--- src/rtl/fetch_stage_pkg.sv ---
// Shared types and constants for the instruction-fetch front end.
package fetch_pkg;

    typedef enum logic [1:0] {
        S_BOOT = 2'd0,
        S_REQ  = 2'd1,
        S_KILL = 2'd2
    } fetch_state_t;

    localparam int unsigned PC_INCR          = 4;
    localparam logic [31:0] RESET_PC_DEFAULT = 32'h0000_0000;

endpackage

--- src/rtl/fetch_stage_if.sv ---
// Harvard instruction-memory request/ready handshake between fetch and memory.
interface fetch_stage_if #(
    parameter int ADDR_WIDTH  = 32,
    parameter int INSTR_WIDTH = 32
);
    logic                   IMemReq;
    logic [ADDR_WIDTH-1:0]  IMemAddr;
    logic                   IMemReady;
    logic [INSTR_WIDTH-1:0] IMemRData;

    modport master (
        output IMemReq,
        output IMemAddr,
        input  IMemReady,
        input  IMemRData
    );

    modport slave (
        input  IMemReq,
        input  IMemAddr,
        output IMemReady,
        output IMemRData
    );
endinterface

--- src/rtl/fetch_stage_next_pc.sv ---
// Next-PC select: jump over branch over sequential advance over hold.
module fetch_next_pc
    import fetch_pkg::*;
#(
    parameter int ADDR_WIDTH = 32
) (
    input  logic [ADDR_WIDTH-1:0] pc,
    input  logic                  advance,
    input  logic                  jump,
    input  logic [ADDR_WIDTH-1:0] pc_jump,
    input  logic                  branch,
    input  logic [ADDR_WIDTH-1:0] pc_branch,
    output logic [ADDR_WIDTH-1:0] next_pc,
    output logic [ADDR_WIDTH-1:0] pc_plus4
);

    assign pc_plus4 = pc + ADDR_WIDTH'(PC_INCR);

    // Redirect targets are forced word aligned.
    always_comb begin
        next_pc = pc;
        if (jump) begin
            next_pc = {pc_jump[ADDR_WIDTH-1:2], 2'b00};
        end else if (branch) begin
            next_pc = {pc_branch[ADDR_WIDTH-1:2], 2'b00};
        end else if (advance) begin
            next_pc = pc_plus4;
        end
    end

endmodule

--- src/rtl/fetch_stage.sv ---
// Instruction fetch: PC register, imem handshake, stall/redirect handling.
// Optional one-entry skid buffer enabled by FETCH_SKID_BUFFER_EN.
//   state  | meaning
//   S_BOOT | one idle cycle after reset release
//   S_REQ  | issuing / waiting on a fetch at PC
//   S_KILL | waiting out a redirected-away request, data discarded
module fetch_stage
    import fetch_pkg::*;
#(
    parameter int                    ADDR_WIDTH  = 32,
    parameter int                    INSTR_WIDTH = 32,
    parameter logic [ADDR_WIDTH-1:0] RESET_PC    = ADDR_WIDTH'(RESET_PC_DEFAULT)
) (
    input  logic                   CLK,
    input  logic                   RST,
    input  logic                   StallF,
    input  logic                   PCSrcD,
    input  logic [ADDR_WIDTH-1:0]  PCBranchD,
    input  logic                   JumpD,
    input  logic [ADDR_WIDTH-1:0]  PCJumpD,
    fetch_stage_if.master          imem,
    output logic [INSTR_WIDTH-1:0] InstrF,
    output logic [ADDR_WIDTH-1:0]  PCPlus4F,
    output logic                   InstrValidF,
    output logic                   FetchBusyF
);

    fetch_state_t state, state_n;

    logic [ADDR_WIDTH-1:0]  pc, pc_n, pc_plus4, req_addr;
    logic [INSTR_WIDTH-1:0] instr_q;
    logic [ADDR_WIDTH-1:0]  pcplus4_q;
    logic                   valid_q;
    logic                   pending, pending_n;
    logic                   kill, kill_n;
    logic                   req, done, advance, capture, bubble, redirect;
    logic                   skid_full;

`ifdef FETCH_SKID_BUFFER_EN
    logic                   skid_valid, skid_load, skid_drain;
    logic [INSTR_WIDTH-1:0] skid_instr;
    logic [ADDR_WIDTH-1:0]  skid_pc4;
    assign skid_full = skid_valid;
`else
    assign skid_full = 1'b0;
`endif

    assign redirect = JumpD | PCSrcD;

    fetch_next_pc #(.ADDR_WIDTH(ADDR_WIDTH)) u_next_pc (
        .pc        (pc),
        .advance   (advance),
        .jump      (JumpD),
        .pc_jump   (PCJumpD),
        .branch    (PCSrcD),
        .pc_branch (PCBranchD),
        .next_pc   (pc_n),
        .pc_plus4  (pc_plus4)
    );

    always_ff @(posedge CLK or negedge RST) begin
        if (!RST) begin
            state   <= S_BOOT;
            pending <= 1'b0;
            kill    <= 1'b0;
        end else begin
            state   <= state_n;
            pending <= pending_n;
            kill    <= kill_n;
        end
    end

    always_comb begin
        state_n   = state;
        req       = 1'b0;
        done      = 1'b0;
        pending_n = pending;
        kill_n    = kill;
        advance   = 1'b0;
        capture   = 1'b0;
        bubble    = 1'b0;
`ifdef FETCH_SKID_BUFFER_EN
        skid_load  = 1'b0;
        skid_drain = 1'b0;
`endif
        unique case (state)
            S_BOOT: state_n = S_REQ;
            S_REQ: begin
                // An issued request is never withdrawn, whatever StallF does.
                req  = pending | (~StallF & ~skid_full);
                done = req & imem.IMemReady;
                if (done) begin
                    pending_n = 1'b0;
                end else if (req) begin
                    pending_n = 1'b1;
                end
                if (redirect) begin
                    bubble = ~StallF;
                    if (req & ~imem.IMemReady) begin
                        state_n = S_KILL;
                        kill_n  = 1'b1;
                    end
                end else if (StallF) begin
`ifdef FETCH_SKID_BUFFER_EN
                    if (done) begin
                        skid_load = 1'b1;
                        advance   = 1'b1;
                    end
`endif
                end else if (skid_full) begin
`ifdef FETCH_SKID_BUFFER_EN
                    skid_drain = 1'b1;
`endif
                end else if (done & ~kill) begin
                    capture = 1'b1;
                    advance = 1'b1;
                end else begin
                    bubble = 1'b1;
                end
            end
            S_KILL: begin
                req    = 1'b1;
                done   = imem.IMemReady;
                bubble = ~StallF;
                if (done) begin
                    state_n   = S_REQ;
                    kill_n    = 1'b0;
                    pending_n = 1'b0;
                end
            end
            default: state_n = S_BOOT;
        endcase
    end

    always_ff @(posedge CLK or negedge RST) begin
        if (!RST) begin
            pc        <= RESET_PC;
            req_addr  <= RESET_PC;
            instr_q   <= '0;
            pcplus4_q <= '0;
            valid_q   <= 1'b0;
        end else begin
            pc <= pc_n;
            if (req & ~pending) begin
                req_addr <= pc;
            end
            if (capture) begin
                instr_q   <= imem.IMemRData;
                pcplus4_q <= pc_plus4;
                valid_q   <= 1'b1;
            end
`ifdef FETCH_SKID_BUFFER_EN
            else if (skid_drain) begin
                instr_q   <= skid_instr;
                pcplus4_q <= skid_pc4;
                valid_q   <= 1'b1;
            end
`endif
            else if (bubble) begin
                valid_q <= 1'b0;
            end
        end
    end

`ifdef FETCH_SKID_BUFFER_EN
    always_ff @(posedge CLK or negedge RST) begin
        if (!RST) begin
            skid_valid <= 1'b0;
            skid_instr <= '0;
            skid_pc4   <= '0;
        end else if (redirect) begin
            skid_valid <= 1'b0;
        end else if (skid_load) begin
            skid_valid <= 1'b1;
            skid_instr <= imem.IMemRData;
            skid_pc4   <= pc_plus4;
        end else if (skid_drain) begin
            skid_valid <= 1'b0;
        end
    end
`endif

    assign imem.IMemReq  = req;
    assign imem.IMemAddr = pending ? req_addr : pc;
    assign InstrF        = instr_q;
    assign PCPlus4F      = pcplus4_q;
    assign InstrValidF   = valid_q;
    assign FetchBusyF    = req & ~imem.IMemReady;

endmodule

--- src/flat_wrapper.sv ---
// flat-port wrapper written by rule: the top's interface ports become plain ports
module fetch_stage_flat import fetch_pkg::*;
#(
    parameter int                    ADDR_WIDTH  = 32,
    parameter int                    INSTR_WIDTH = 32,
    parameter logic [ADDR_WIDTH-1:0] RESET_PC    = ADDR_WIDTH'(RESET_PC_DEFAULT)
)
  (CLK, RST, StallF, PCSrcD, PCBranchD, JumpD, PCJumpD, InstrF, PCPlus4F, InstrValidF, FetchBusyF, imem_IMemReq, imem_IMemAddr, imem_IMemReady, imem_IMemRData);
  fetch_stage_if #(.ADDR_WIDTH(ADDR_WIDTH), .INSTR_WIDTH(INSTR_WIDTH)) imem_i ();
  input  logic CLK;
  input  logic RST;
  input  logic StallF;
  input  logic PCSrcD;
  input  logic [ADDR_WIDTH-1:0] PCBranchD;
  input  logic JumpD;
  input  logic [ADDR_WIDTH-1:0] PCJumpD;
  output logic [INSTR_WIDTH-1:0] InstrF;
  output logic [ADDR_WIDTH-1:0] PCPlus4F;
  output logic InstrValidF;
  output logic FetchBusyF;
  output wire logic [$bits(imem_i.IMemReq)-1:0] imem_IMemReq;
  output wire logic [$bits(imem_i.IMemAddr)-1:0] imem_IMemAddr;
  input wire logic [$bits(imem_i.IMemReady)-1:0] imem_IMemReady;
  input wire logic [$bits(imem_i.IMemRData)-1:0] imem_IMemRData;
  assign imem_IMemReq = imem_i.IMemReq;
  assign imem_IMemAddr = imem_i.IMemAddr;
  assign imem_i.IMemReady = imem_IMemReady;
  assign imem_i.IMemRData = imem_IMemRData;
  fetch_stage #(.ADDR_WIDTH(ADDR_WIDTH), .INSTR_WIDTH(INSTR_WIDTH), .RESET_PC(RESET_PC)) u_core (.CLK(CLK), .RST(RST), .StallF(StallF), .PCSrcD(PCSrcD), .PCBranchD(PCBranchD), .JumpD(JumpD), .PCJumpD(PCJumpD), .imem(imem_i), .InstrF(InstrF), .PCPlus4F(PCPlus4F), .InstrValidF(InstrValidF), .FetchBusyF(FetchBusyF));
endmodule
--- config.mk ---
export PLATFORM = sky130hd
export DESIGN_NAME = fetch_stage_flat
export DESIGN_NICKNAME = d
export VERILOG_FILES = /design/src/rtl/fetch_stage_pkg.sv /design/src/rtl/fetch_stage_if.sv /design/src/rtl/fetch_stage_next_pc.sv /design/src/rtl/fetch_stage.sv /design/src/flat_wrapper.sv
export SDC_FILE = /design/constraint.sdc
export NUM_CORES = 1
export LEC_CHECK = 0
export CORE_ASPECT_RATIO = 0.75
export CORE_MARGIN = 2
export CORE_UTILIZATION = 40
export CTS_BUF_LIST = sky130_fd_sc_hd__clkbuf_8
export CTS_CLUSTER_DIAMETER = 150
export DETAILED_ROUTE_END_ITERATION = 6
export GPL_TIMING_DRIVEN = 0
export MAX_ROUTING_LAYER = met4
export PLACE_DENSITY = 0.68
export SLEW_MARGIN = 10
export SYNTH_ARGS = -nofsm -noshare
export SYNTH_HDL_FRONTEND = slang
export SYNTH_HIERARCHICAL = 1
export SYNTH_SLANG_ARGS = --single-unit
--- constraint.sdc ---
create_clock -name CLK -period 5.35 [get_ports CLK]
set_input_delay 1.07 -clock CLK [delete_from_list [all_inputs] [get_ports CLK]]
set_output_delay 1.07 -clock CLK [all_outputs]
set_load 0.005 [all_outputs]
==> out/metrics.csv <==
metric;value;unit
antenna violations before repair;0;
DR vias;5506;
final RePlAce weighted congestion;0.8974;
syn_area_per_cell;12.02;um2
Final Util;55.97;%
Worst Skew;0.008834;ns
commonest non-fill, non-tap cell in the layout;clkdlybuf4s50_1;
fin crit share;69.31;%
FMAX;269.7;MHz
GR Util All Layers;22.59;%
CTS tree;yes;
status;completed;
Yosys cell types;54;
final wirelength;20330;um
# diodes;0;
total I/O pin count;201;
# hold bufs at CTS;0;
Seq/Total Area, Yosys;46.71;%
CP top delay family;buffers and inverters;
die width;158.1;um
vias in the first global route;5664;
Final Cell Area;9824;um2
top_reg_cell synth;dfrtp_1;
CP dominant cell by count;buf_2;
grt total ovfl;0;
Hold Crit Class;reg2reg;
Die Ht;119.6;um
RSZ-0062 raised after global routing;false;
Leakage;4.276;nW
fraction of registers with async set/reset;100.0;%
EDFF count, synth;0;
# resized after CTS;0;
largest fanout on the critical path;10;
first-pass GRT wire length;31080;um
Critical Setup Path Class;in2reg;
setup tns final;0;ns
nets;916;
Worst-path clk slew;0.07;ns
max cap viols;0;
placed cell areas;9419;um2
Routed Antenna Nets;0;
Vias/cell;5.194;
CP Cell Sequence;clkdlybuf4s50_1 > nor2_1 > nand4b_1 > buf_4 > buf_6 > inv_1 > buf_2 > buf_2 > nand3_1 > nor4_2 > xnor2_1 > a21oi_1;
register-to-register setup slack;2.14;ns
Critical Path End Type;flop;
core area;17550;um2
Yosys Warn Count;6;
post-synth net total;700;
Post-DP HPWL;15040;um
drt drc;0;
Post-Synthesis Cells;593;
CTS Buf Count;17;
most frequent cells in the layout;clkdlybuf4s50_1, dfrtp_1, mux2_2;
final setup fails;0;
CP Launch Type;input port;
slowest CP cell;clkdlybuf4s50_1;
Detailed Routing Iterations Pass 1;5;
drt wl/cell;19.18;um
Clock Sinks;133;
clock latency at the later pin of the worst-skew pair;0.44;ns
htree depth;4;
final slew viol count;0;
CP Data Arrival Time;4.01;ns
# rows;42;
worst stage delay on the critical path;0.58;ns
Crit path buffers/inverters;6;
pwr dens;438.3;nW/um2
cell area after synthesis;7126;um2
Die ar.;18910;um2
Setup Buffers After CTS;0;
Rel. slew slack;50.80;%
Starting DRT DRC Count;393;
clk buf depth;2;
largest net degree at the start of global routing;72;
port buffer count;196;
layout cell share with drive strength beyond 1;25.43;%
Yosys reg bits;133;
Initial Util;40.60;%
Max IR drop VDD;0.2223;mV
min Tclk post-route;3.708;ns
Hold Fails Final Rpt;0;
Worst Max-Slew Pin Slew;0.7381;ns
Worst Path Required;5.65;ns
clock root cell;clkbuf_8;
Syn-to-layout area delta;37.88;%
## cell usage after synthesis, types with 4 or more instances
master / count / share of area, %
nor2_1: 20 / 1.1
dfrtp_1: 133 / 47
nand3_1: 13 / 0.91
o21ai_1: 4 / 0.28
mux2i_1: 12 / 1.7
xor2_1: 20 / 2.5
buf_2: 13 / 0.91
nand2b_1: 4 / 0.35
nor3_1: 13 / 0.91
buf_4: 11 / 1.2
and2_1: 4 / 0.35
a21oi_1: 15 / 1.1
and4_1: 6 / 0.74
buf_6: 8 / 1.3
mux2_4: 39 / 8.2
ha_1: 5 / 0.88
nor2b_1: 5 / 0.44
nand2_1: 35 / 1.8
xnor2_1: 34 / 4.2
a22oi_1: 10 / 1.1
nand4_1: 11 / 0.97
o21ai_0: 23 / 1.6
clkbuf_1: 9 / 0.47
o22ai_1: 4 / 0.35
mux2_2: 91 / 14
inv_1: 9 / 0.47
## power by group
part	internal, mW	switching (mW)	total, mW
sequential	1.38	0.233	1.61
combinational	1.21	0.605	1.81
clock	0.509	0.371	0.880
## routing by layer
layer / wire length (um) / track usage (%)
met5: 0 / -
met1: 9270 / 31.28
met2: 9368 / 33.59
met3: 1539 / 5.923
met4: 148 / 4.842
## state kept, by name (all words and copies together), names as in the netlist
signal / cells
u_core/InstrF: 32
u_core/PCPlus4F: 32
u_core/pc: 32
u_core/req_addr: 32
u_core/state: 2
u_core/InstrValidF: 1
u_core/kill: 1
u_core/pending: 1
## cell families after synthesis
kind of cell | Yosys count | share of synthesized area (%)
compound gates | 70 | 6.041
xor+xnor | 54 | 6.637
fa+ha+maj | 5 | 0.8780
buf+inv | 51 | 4.337
flops | 133 | 46.71
mux | 143 | 24.44
simple gates | 137 | 10.96
## cell type report
type	instances	area, um2
plain buffers	42	275.3
clock buffers	22	302.8
clock inverters	6	102.6
fillers	1487	7727
inverters	9	33.78
multi-input cells	409	3488
flip-flops and latches	133	3328
well taps	242	302.8
repair buffers	197	1991
## path summary, 6_finish.rpt
path                       depth (start not counted)                  end           startpoint
min in group asynchronous                          1    u_core/InstrF[29]                  RST
max                                               12        u_core/pc[19]               PCSrcD
max in group asynchronous                          2         u_core/pc[7]                  RST
max reg2reg                                       14        u_core/pc[19]      u_core/state[1]
min reg2reg                                        1  u_core/req_addr[28]  u_core/req_addr[28]
min                                                1  u_core/req_addr[28]  u_core/req_addr[28]
## per-stage QoR
stage | instances | worst slack, ns | power, mW | hold slack (ns)
6_report | 1060 | 1.642 | 4.306 | 0.5067
3_5_place_dp | 1032 | 1.185 | 3.448 | 0.4896
4_1_cts | 1060 | 1.657 | 4.352 | 0.5065
2_1_floorplan | 593 | 2.498 | 2.451 | 0.4585
3_3_place_gp | 1031 | -2.081 | 3.375 | 0.4719
5_1_grt | 1060 | 1.530 | 4.553 | 0.5115
No activity file was read; power rests on OpenSTA's default activity.
